[config.mk]
export PLATFORM = sky130hd
export DESIGN_NAME = inst_fetch
export DESIGN_NICKNAME = d
export VERILOG_FILES = /design/src/rtl/rv32_pkg.sv /design/src/rtl/fetch_fifo.sv /design/src/rtl/inst_fetch.sv
export SDC_FILE = /design/constraint.sdc
export NUM_CORES = 1
export LEC_CHECK = 0
export CAP_MARGIN = 20
export CORE_ASPECT_RATIO = 1.2
export CORE_UTILIZATION = 58
export CTS_CLUSTER_SIZE = 20
export DETAILED_ROUTE_END_ITERATION = 16
export HOLD_SLACK_MARGIN = 0.08
export PLACE_DENSITY = 0.85
export SLEW_MARGIN = 5
export SYNTH_ARGS = -nofsm -noshare
export SYNTH_HDL_FRONTEND = slang
export SYNTH_SLANG_ARGS = --single-unit
[constraint.sdc]
create_clock -name clk -period 20 [get_ports clk]
set_clock_uncertainty 0.05 [all_clocks]
set_input_delay 4 -clock clk [delete_from_list [all_inputs] [get_ports clk]]
set_output_delay 4 -clock clk [all_outputs]
set_load 0.05 [all_outputs]
[src/rtl/rv32_pkg.sv]
// Shared RV32I definitions: word widths, reset PC, canonical NOP and the
// {pc, inst} fetch packet carried from fetch to decode.
package rv32_pkg;

    localparam int          XLEN             = 32;
    localparam int          ILEN             = 32;
    localparam logic [31:0] RESET_PC_DEFAULT = 32'h0000_0000;
    localparam logic [31:0] NOP_INST         = 32'h0000_0013;

    typedef struct packed {
        logic [XLEN-1:0] pc;
        logic [ILEN-1:0] inst;
    } fetch_pkt_t;

    function automatic logic [XLEN-1:0] word_align(input logic [XLEN-1:0] addr);
        return {addr[XLEN-1:2], 2'b00};
    endfunction

endpackage

[src/rtl/fetch_fifo.sv]
// Small synchronous FIFO with push/pop, synchronous flush and occupancy count.
// DEPTH must be a power of two so the pointers wrap naturally.
module fetch_fifo #(
    parameter int DEPTH = 2,
    parameter int WIDTH = 32
) (
    input  logic                     clk,
    input  logic                     rst,
    input  logic                     flush,
    input  logic                     push,
    input  logic [WIDTH-1:0]         push_data,
    input  logic                     pop,
    output logic [WIDTH-1:0]         head_data,
    output logic [$clog2(DEPTH):0]   count
);
    localparam int PW = $clog2(DEPTH);
    localparam int CW = PW + 1;

    logic [WIDTH-1:0] mem_q [DEPTH];
    logic [WIDTH-1:0] mem_d [DEPTH];
    logic [PW-1:0]    rd_q, rd_d;
    logic [PW-1:0]    wr_q, wr_d;
    logic [CW-1:0]    cnt_q, cnt_d;
    logic             do_push, do_pop;

    always_comb begin
        do_pop  = pop && (cnt_q != '0);
        do_push = push && ((cnt_q != CW'(DEPTH)) || do_pop);
        mem_d   = mem_q;
        rd_d    = rd_q;
        wr_d    = wr_q;
        cnt_d   = cnt_q;
        if (flush) begin
            rd_d  = '0;
            wr_d  = '0;
            cnt_d = '0;
        end else begin
            if (do_push) begin
                mem_d[wr_q] = push_data;
                wr_d        = wr_q + PW'(1);
            end
            if (do_pop) begin
                rd_d = rd_q + PW'(1);
            end
            case ({do_push, do_pop})
                2'b10:   cnt_d = cnt_q + CW'(1);
                2'b01:   cnt_d = cnt_q - CW'(1);
                default: cnt_d = cnt_q;
            endcase
        end
    end

    always_ff @(posedge clk or posedge rst) begin
        if (rst) begin
            for (int i = 0; i < DEPTH; i++) mem_q[i] <= '0;
            rd_q  <= '0;
            wr_q  <= '0;
            cnt_q <= '0;
        end else begin
            mem_q <= mem_d;
            rd_q  <= rd_d;
            wr_q  <= wr_d;
            cnt_q <= cnt_d;
        end
    end

    assign head_data = mem_q[rd_q];
    assign count     = cnt_q;

endmodule

[src/rtl/inst_fetch.sv]
// RV32I fetch stage: PC, credit-limited imem requests, prefetch buffer and
// redirect flush. Optional perf counters when IFU_PERF_CNT_EN is defined.
module inst_fetch
    import rv32_pkg::*;
#(
    parameter logic [31:0] RESET_PC  = RESET_PC_DEFAULT,
    parameter int          BUF_DEPTH = 2
) (
    input  logic        clk,
    input  logic        rst,
    output logic        imem_req_valid,
    input  logic        imem_req_ready,
    output logic [31:0] imem_req_addr,
    input  logic        imem_rsp_valid,
    input  logic [31:0] imem_rsp_data,
    input  logic        redirect_valid,
    input  logic [31:0] redirect_pc,
    output logic        out_valid,
    input  logic        out_ready,
    output logic [31:0] out_inst,
    output logic [31:0] out_pc
`ifdef IFU_PERF_CNT_EN
    ,
    output logic [31:0] perf_fetched,
    output logic [31:0] perf_flushed
`endif
);
    localparam int CW = $clog2(BUF_DEPTH) + 1;

    logic [31:0]   fetch_pc_q, fetch_pc_d;
    logic [CW-1:0] outst_q, outst_d;
    logic [CW-1:0] drop_q, drop_d;

    logic [CW-1:0] buf_count, pcq_count;
    fetch_pkt_t    buf_head, buf_push_pkt;
    logic [31:0]   pcq_head;
    logic [CW:0]   inflight;
    logic          pop, req_fire, rsp_keep;

    assign pop       = out_valid && out_ready;
    assign out_valid = (buf_count != '0) && !redirect_valid;

    // Committed slots after this cycle's pop; a new request needs one spare.
    assign inflight       = (CW+1)'(outst_q) + (CW+1)'(buf_count) - (CW+1)'(pop);
    assign imem_req_valid = !rst && !redirect_valid && (inflight < (CW+1)'(BUF_DEPTH));
    assign imem_req_addr  = fetch_pc_q;
    assign req_fire       = imem_req_valid && imem_req_ready;

    // Only responses to requests issued since the last redirect are buffered.
    assign rsp_keep = imem_rsp_valid && !redirect_valid && (drop_q == '0) && (pcq_count != '0);

    always_comb begin
        fetch_pc_d = fetch_pc_q;
        if (redirect_valid)
            fetch_pc_d = word_align(redirect_pc);
        else if (req_fire)
            fetch_pc_d = fetch_pc_q + 32'd4;

        case ({req_fire, imem_rsp_valid})
            2'b10:   outst_d = outst_q + CW'(1);
            2'b01:   outst_d = outst_q - CW'(1);
            default: outst_d = outst_q;
        endcase

        drop_d = drop_q;
        if (redirect_valid)
            drop_d = outst_q - CW'(imem_rsp_valid);
        else if (imem_rsp_valid && (drop_q != '0))
            drop_d = drop_q - CW'(1);
    end

    always_ff @(posedge clk or posedge rst) begin
        if (rst) begin
            fetch_pc_q <= RESET_PC;
            outst_q    <= '0;
            drop_q     <= '0;
        end else begin
            fetch_pc_q <= fetch_pc_d;
            outst_q    <= outst_d;
            drop_q     <= drop_d;
        end
    end

    fetch_fifo #(.DEPTH(BUF_DEPTH), .WIDTH(32)) u_pc_queue (
        .clk       (clk),
        .rst       (rst),
        .flush     (redirect_valid),
        .push      (req_fire),
        .push_data (fetch_pc_q),
        .pop       (rsp_keep),
        .head_data (pcq_head),
        .count     (pcq_count)
    );

    always_comb begin
        buf_push_pkt.pc   = pcq_head;
        buf_push_pkt.inst = imem_rsp_data;
    end

    fetch_fifo #(.DEPTH(BUF_DEPTH), .WIDTH($bits(fetch_pkt_t))) u_prefetch (
        .clk       (clk),
        .rst       (rst),
        .flush     (redirect_valid),
        .push      (rsp_keep),
        .push_data (buf_push_pkt),
        .pop       (pop),
        .head_data (buf_head),
        .count     (buf_count)
    );

    assign out_inst = (buf_count != '0) ? buf_head.inst : '0;
    assign out_pc   = (buf_count != '0) ? buf_head.pc   : RESET_PC;

`ifdef IFU_PERF_CNT_EN
    logic [31:0] perf_fetched_q, perf_fetched_d;
    logic [31:0] perf_flushed_q, perf_flushed_d;
    logic [31:0] flush_inc;

    always_comb begin
        flush_inc = redirect_valid ? 32'(buf_count) : 32'd0;
        if (imem_rsp_valid && (redirect_valid || (drop_q != '0)))
            flush_inc = flush_inc + 32'd1;
        perf_fetched_d = perf_fetched_q + (pop ? 32'd1 : 32'd0);
        perf_flushed_d = perf_flushed_q + flush_inc;
    end

    always_ff @(posedge clk or posedge rst) begin
        if (rst) begin
            perf_fetched_q <= '0;
            perf_flushed_q <= '0;
        end else begin
            perf_fetched_q <= perf_fetched_d;
            perf_flushed_q <= perf_flushed_d;
        end
    end

    assign perf_fetched = perf_fetched_q;
    assign perf_flushed = perf_flushed_q;
`endif

endmodule

# Word level (Yosys, flattened, before mapping)
# Cells that the tools add are included.
# totals
reg_bits,236
input_bits,70
output_inout_bits,98
elab_cells,113
# op_classes
n_addsub,15
order_cmp,7
eq_ne,8
mux,31
bitwise_logic,5
n_reduce_logical,34
# op_table
cell,n
32-bit 2-to-1 mux,8
64-bit 2-to-1 mux,4
128-bit bitwise mux,1
64-bit bitwise mux,1
64-bit demux with 1-bit select,1
"32-bit by 3-bit adder with 32-bit output, second input constant",1
32-bit demux with 1-bit select,1
2-bit nonzero test,10
1-bit logical AND,15
2-bit one-hot mux with 2 select lines,3
"2-bit greater-or-equal comparator, second input constant",4
1-bit 2-to-1 mux,8
2-bit 2-to-1 mux,4
1-bit NOT with 2-bit output,4
"2-bit by 1-bit subtractor with 2-bit output, second input constant",4
"2-bit by 1-bit adder with 2-bit output, second input constant",3
"2-bit by 1-bit == test with 1-bit output, second input constant",3
"2-bit == test, second input constant",3
3-bit nonzero test,2
"1-bit adder, second input constant",4
"2-bit by 1-bit < comparator with 1-bit output, second input constant",2
"2-bit inequality test, second input constant",2
2-bit AND reduction,2
2-bit by 2-bit adder with 3-bit output,1
7 further kinds,9

# Logic depth before layout (Yosys ltp)
# logic_depth
depth_word,11
ltp_mapped,15

# Modules after synthesis
# From an unflattened synthesis, not the netlist that was laid out.
# unflattened
cells_unflattened,896
hier_area_um2,11785.1
# modules_own_cells
mod,n_inst,cells_each,area_each_um2,seq_area_each_um2
fetch_fifo at u_prefetch,1,366,5916.9,3303.2
fetch_fifo at u_pc_queue,1,198,3138.0,1701.6
inst_fetch,1,332,2730.1,850.8

# Worst setup path after synthesis
# No wires, ideal clock.
# synth_timing
path_type,input port to output port
start,input redirect_valid
end,output imem_req_valid
t_arrival_ns,7.795
slack_ns,8.155
path_stages,9
n_path_buf,2
path_cell_list,clkbuf_1 -> clkbuf_1 -> nor2_1 -> and2_1 -> ha_1 -> nand2b_1 -> fa_1 -> xnor2_1 -> nor4b_1
# synth_via
elab_chain_len,6
word_cells_on_any_way,7
# synth_rtl
element,line_no,text
"start, declared",inst_fetch.sv:16,"input logic redirect_valid,"
1-bit logical NOT,inst_fetch.sv:41,assign out_valid = (buf_count != '0) && !redirect_valid;
1-bit logical AND,inst_fetch.sv:41,
via out_valid,inst_fetch.sv:18,"output logic out_valid,"
1-bit logical AND,inst_fetch.sv:40,assign pop = out_valid && out_ready;
3-bit by 1-bit subtractor with 3-bit output,inst_fetch.sv:44,assign inflight = (CW+1)'(outst_q) + (CW+1)'(buf_count) - (CW+1)'(pop);
3-bit by 2-bit < comparator with 1-bit output,inst_fetch.sv:45,assign imem_req_valid = !rst && !redirect_valid && (inflight < (CW+1)'(BUF_DEPTH));
1-bit logical AND,inst_fetch.sv:45,
"end, declared",inst_fetch.sv:11,"output logic imem_req_valid,"
# The timed path passes the listed nets, and every way through them passes these cells.

# Worst setup path in the final report
# layout_timing
start,input redirect_valid
end,output imem_req_valid
# layout_via
elab_chain_len,6
word_cells_on_any_way,7
# layout_rtl
element,line_no
1-bit logical NOT (*),"inst_fetch.sv:41, inst_fetch.sv:45"
1-bit logical AND,inst_fetch.sv:41
1-bit logical AND,inst_fetch.sv:40
3-bit by 1-bit subtractor with 3-bit output,inst_fetch.sv:44
3-bit by 2-bit < comparator with 1-bit output,inst_fetch.sv:45
1-bit logical AND (*),inst_fetch.sv:45
# Mark *: on every way between the ends. The rest lies on a longest branch, timed or not.

==> flow_metrics.tcl <==
set metrics [dict create \
    status "finished, violations left" \
    violations "design-rule violations" \
    rr_worst_depth 12 \
    maxSlewViolCount 0 \
    grt_pass1_wl_um 37900 \
    synthToLayoutAreaGrowth_pct 22.7 \
    die-area_um2 18800 \
    portBuffers 161 \
    synth.distinct_cells 59 \
    critPathKind "primary input to output pin" \
    postSynthCellCount 933 \
    start_util 0.600 \
    via_count 7634 \
    ir_worst_vdd_mv 0.0582 \
    drive_gt1_frac 0.145 \
    drc 16 \
    cp_max_fo 61 \
    cts_tree "yes" \
    hpwl_um 14300 \
    synth_top_area_frac 0.533 \
    stdcell_count 1304 \
    setup_tns_ns 0 \
    synth-seq-area-share 0.533 \
    whs_path_depth 1 \
    dieHeight_um 150 \
    diodes 0 \
    ys.flop_type "dfrtp_1" \
    holdWs_ns 0.443 \
    syn-cell-area_um2 10600 \
    cp.required_ns 15.95 \
    hold_path.class "flip-flop to flip-flop" \
    clockBufferDepth 3 \
    cap_violations 0 \
    grt-ovfl-total 0 \
    postCtsHoldBufs 0 \
    synth_edf_count 0 \
    via_per_inst 5.85 \
    clkTransAtPathRegs_ns 0.06 \
    wl_um 23000 \
    ctsRootBufferMaster "clkbuf_16" \
    wl_per_cell_um 17.6 \
    clock_sinks 226 \
    yosysTopAreaCell "dfrtp_1" \
    worst_slew_pin_slew_ns 0.947 \
    grt_pass1_vias 7617 \
    yosysMostFrequentCell "dfrtp_1" \
    fillers 1211 \
    cp-start-kind "primary input" \
    htree_levels 1 \
    r2r_setup_slack_ns 15.99 \
    rsz0062_at_grt "false" \
    cts_setup_buffers 0 \
    ys_seq_elements 226 \
    power_density_nw_per_um2 101 \
    relSlewSlack 0.369 \
    antenna_found_initial 0 \
    rows 53 \
    postRouteAntennaNets 0 \
    cp-end-kind "output pin" \
    core_um2 17700 \
    nets 1148 \
    dr.pass1.iters 12 \
    dp.cells 1265 \
    rr_endpoint "u_pc_queue.mem_q[13]" \
    p_leak_nw 5.68 \
    synth_area_per_cell_um2 11.4 \
    ys_top_cells_by_area "dfrtp_1, mux2_2, mux2i_1" \
    clkLatencyLatePin_ns 0.50 \
    async_flop_share 1.00 \
    min_to "u_pc_queue.mem_q[20]" \
    routabilityCongestion 0.805 \
    min_from "u_pc_queue.mem_q[20]" \
    clock.fmax_mhz 90.8 \
    synth_common_cells "dfrtp_1, nor2_1, mux2i_1" \
    grt_usage 0.250 \
    die_width_um 125 \
    grt_max_degree 144 \
    ios 168 \
    final-setup-viol-count 0 \
    ctsResizeCount 0 \
    hold_violations 0 \
    synth_warnings 0 \
    first_iter_violations 616 \
    min_period_ns 11.01 \
    arrival_ns 6.96 \
    cts_inserted_buffers 22 \
    finalCritPeriodShare 0.550 \
    worstReg2RegStart "u_prefetch.count[0]" \
]
==> cell usage in the layout, fill, tap and decap left out, drive strengths merged, types with 4 or more instances in the layout <==
cell type        n
mux2           124
nor3             5
clkbuf          32
o311ai           9
inv             13
nand3           10
dfrtp          226
buf             14
nand2           37
a21oi           70
nand2b           7
clkinv           4
conb             4
nand4           15
mux2i           97
o21ai           24
nor2           153
ha               6
o211ai           9
and3             8
nand3b           5
xnor2            8
and2             4
clkdlybuf4s50  160
==> worst max-delay path, stage by stage <==
cell,delay [ns]
buf_2,0.08
buf_4,0.48
nor2_1,0.15
and2_1,0.19
ha_1,0.26
nand2b_1,0.15
fa_1,0.38
xnor2_1,0.16
nor4b_1,0.24
clkdlybuf4s50_1,0.85
==> state kept, by name (all words and copies together), names as in the netlist <==
signal	flops
u_prefetch.count	2
u_prefetch.mem_q	124
u_pc_queue.count	2
u_prefetch.wr_q	1
outst_q	2
drop_q	2
u_pc_queue.wr_q	1
u_pc_queue.rd_q	1
u_pc_queue.mem_q	60
u_prefetch.rd_q	1
imem_req_addr	30
==> power by group <==
| group | internal (W) | switching, W | total, W |
|---|---|---|---|
| clock network | 0.000228 | 0.000166 | 0.000394 |
| registers | 0.000562 | 0.0000710 | 0.000633 |
| logic | 0.000143 | 0.000152 | 0.000295 |
==> layout make-up <==
cell class | instances | area, µm² | share of cell area
clock buffer | 32 | 659 | 0.0506
multi-input combinational | 634 | 4600 | 0.353
inverter | 13 | 56.3 | 0.00432
clock inverter | 5 | 27.5 | 0.00211
tap | 220 | 275 | 0.0211
sequential | 226 | 5660 | 0.435
timing repair buffer | 174 | 1740 | 0.134
==> how the worst max path moves through the flow <==
| stage | startpoint | to | slack [ns] | cells past startpoint |
|---|---|---|---|---|
| after floorplan | redirect_valid | imem_req_valid | 8.15 | 9 |
| after global placement | redirect_valid | imem_req_valid | 9.00 | 10 |
| after detailed placement | redirect_valid | imem_req_valid | 8.98 | 10 |
| after CTS | redirect_valid | imem_req_valid | 8.96 | 10 |
| after global routing | redirect_valid | imem_req_valid | 8.78 | 10 |
| final | redirect_valid | imem_req_valid | 8.99 | 10 |
==> per-stage QoR <==
| step | setup slack (ns) | cell area (µm²) | utilization | power [W] |
|---|---|---|---|---|
| 2_1_floorplan | 8.15 | 10600 | - | 0.000842 |
| 3_3_place_gp | 9.00 | 12300 | 0.694 | 0.000909 |
| 3_5_place_dp | 8.98 | 12300 | 0.694 | 0.000928 |
| 4_1_cts | 8.96 | 13000 | 0.732 | 0.00133 |
| 5_1_grt | 8.78 | 13000 | 0.735 | 0.00139 |
| 6_report | 8.99 | 13000 | 0.735 | 0.00132 |
==> metal layers <==
layer  vias to the layer above  routed length, µm  share of wire  GRT usage
met4                         0                367          0.016     0.0726
li1                       3546                  -              -          -
met2                       245              11700           0.51      0.441
met5                         -                  0              0          0
met3                        26               1120          0.049     0.0299
met1                      3817               9860           0.43      0.328
==> kinds of logic after synthesis <==
group / share of synthesized area
AOI/OAI and AO/OA: 0.0766
xor gates and xnor gates: 0.00908
muxes: 0.223
adders and majority gates: 0.00896
other: 0.000353
buffers and inverters: 0.0369
and+or+nand+nor: 0.112
DFF: 0.533
No activity file was read; power rests on OpenSTA's default activity.
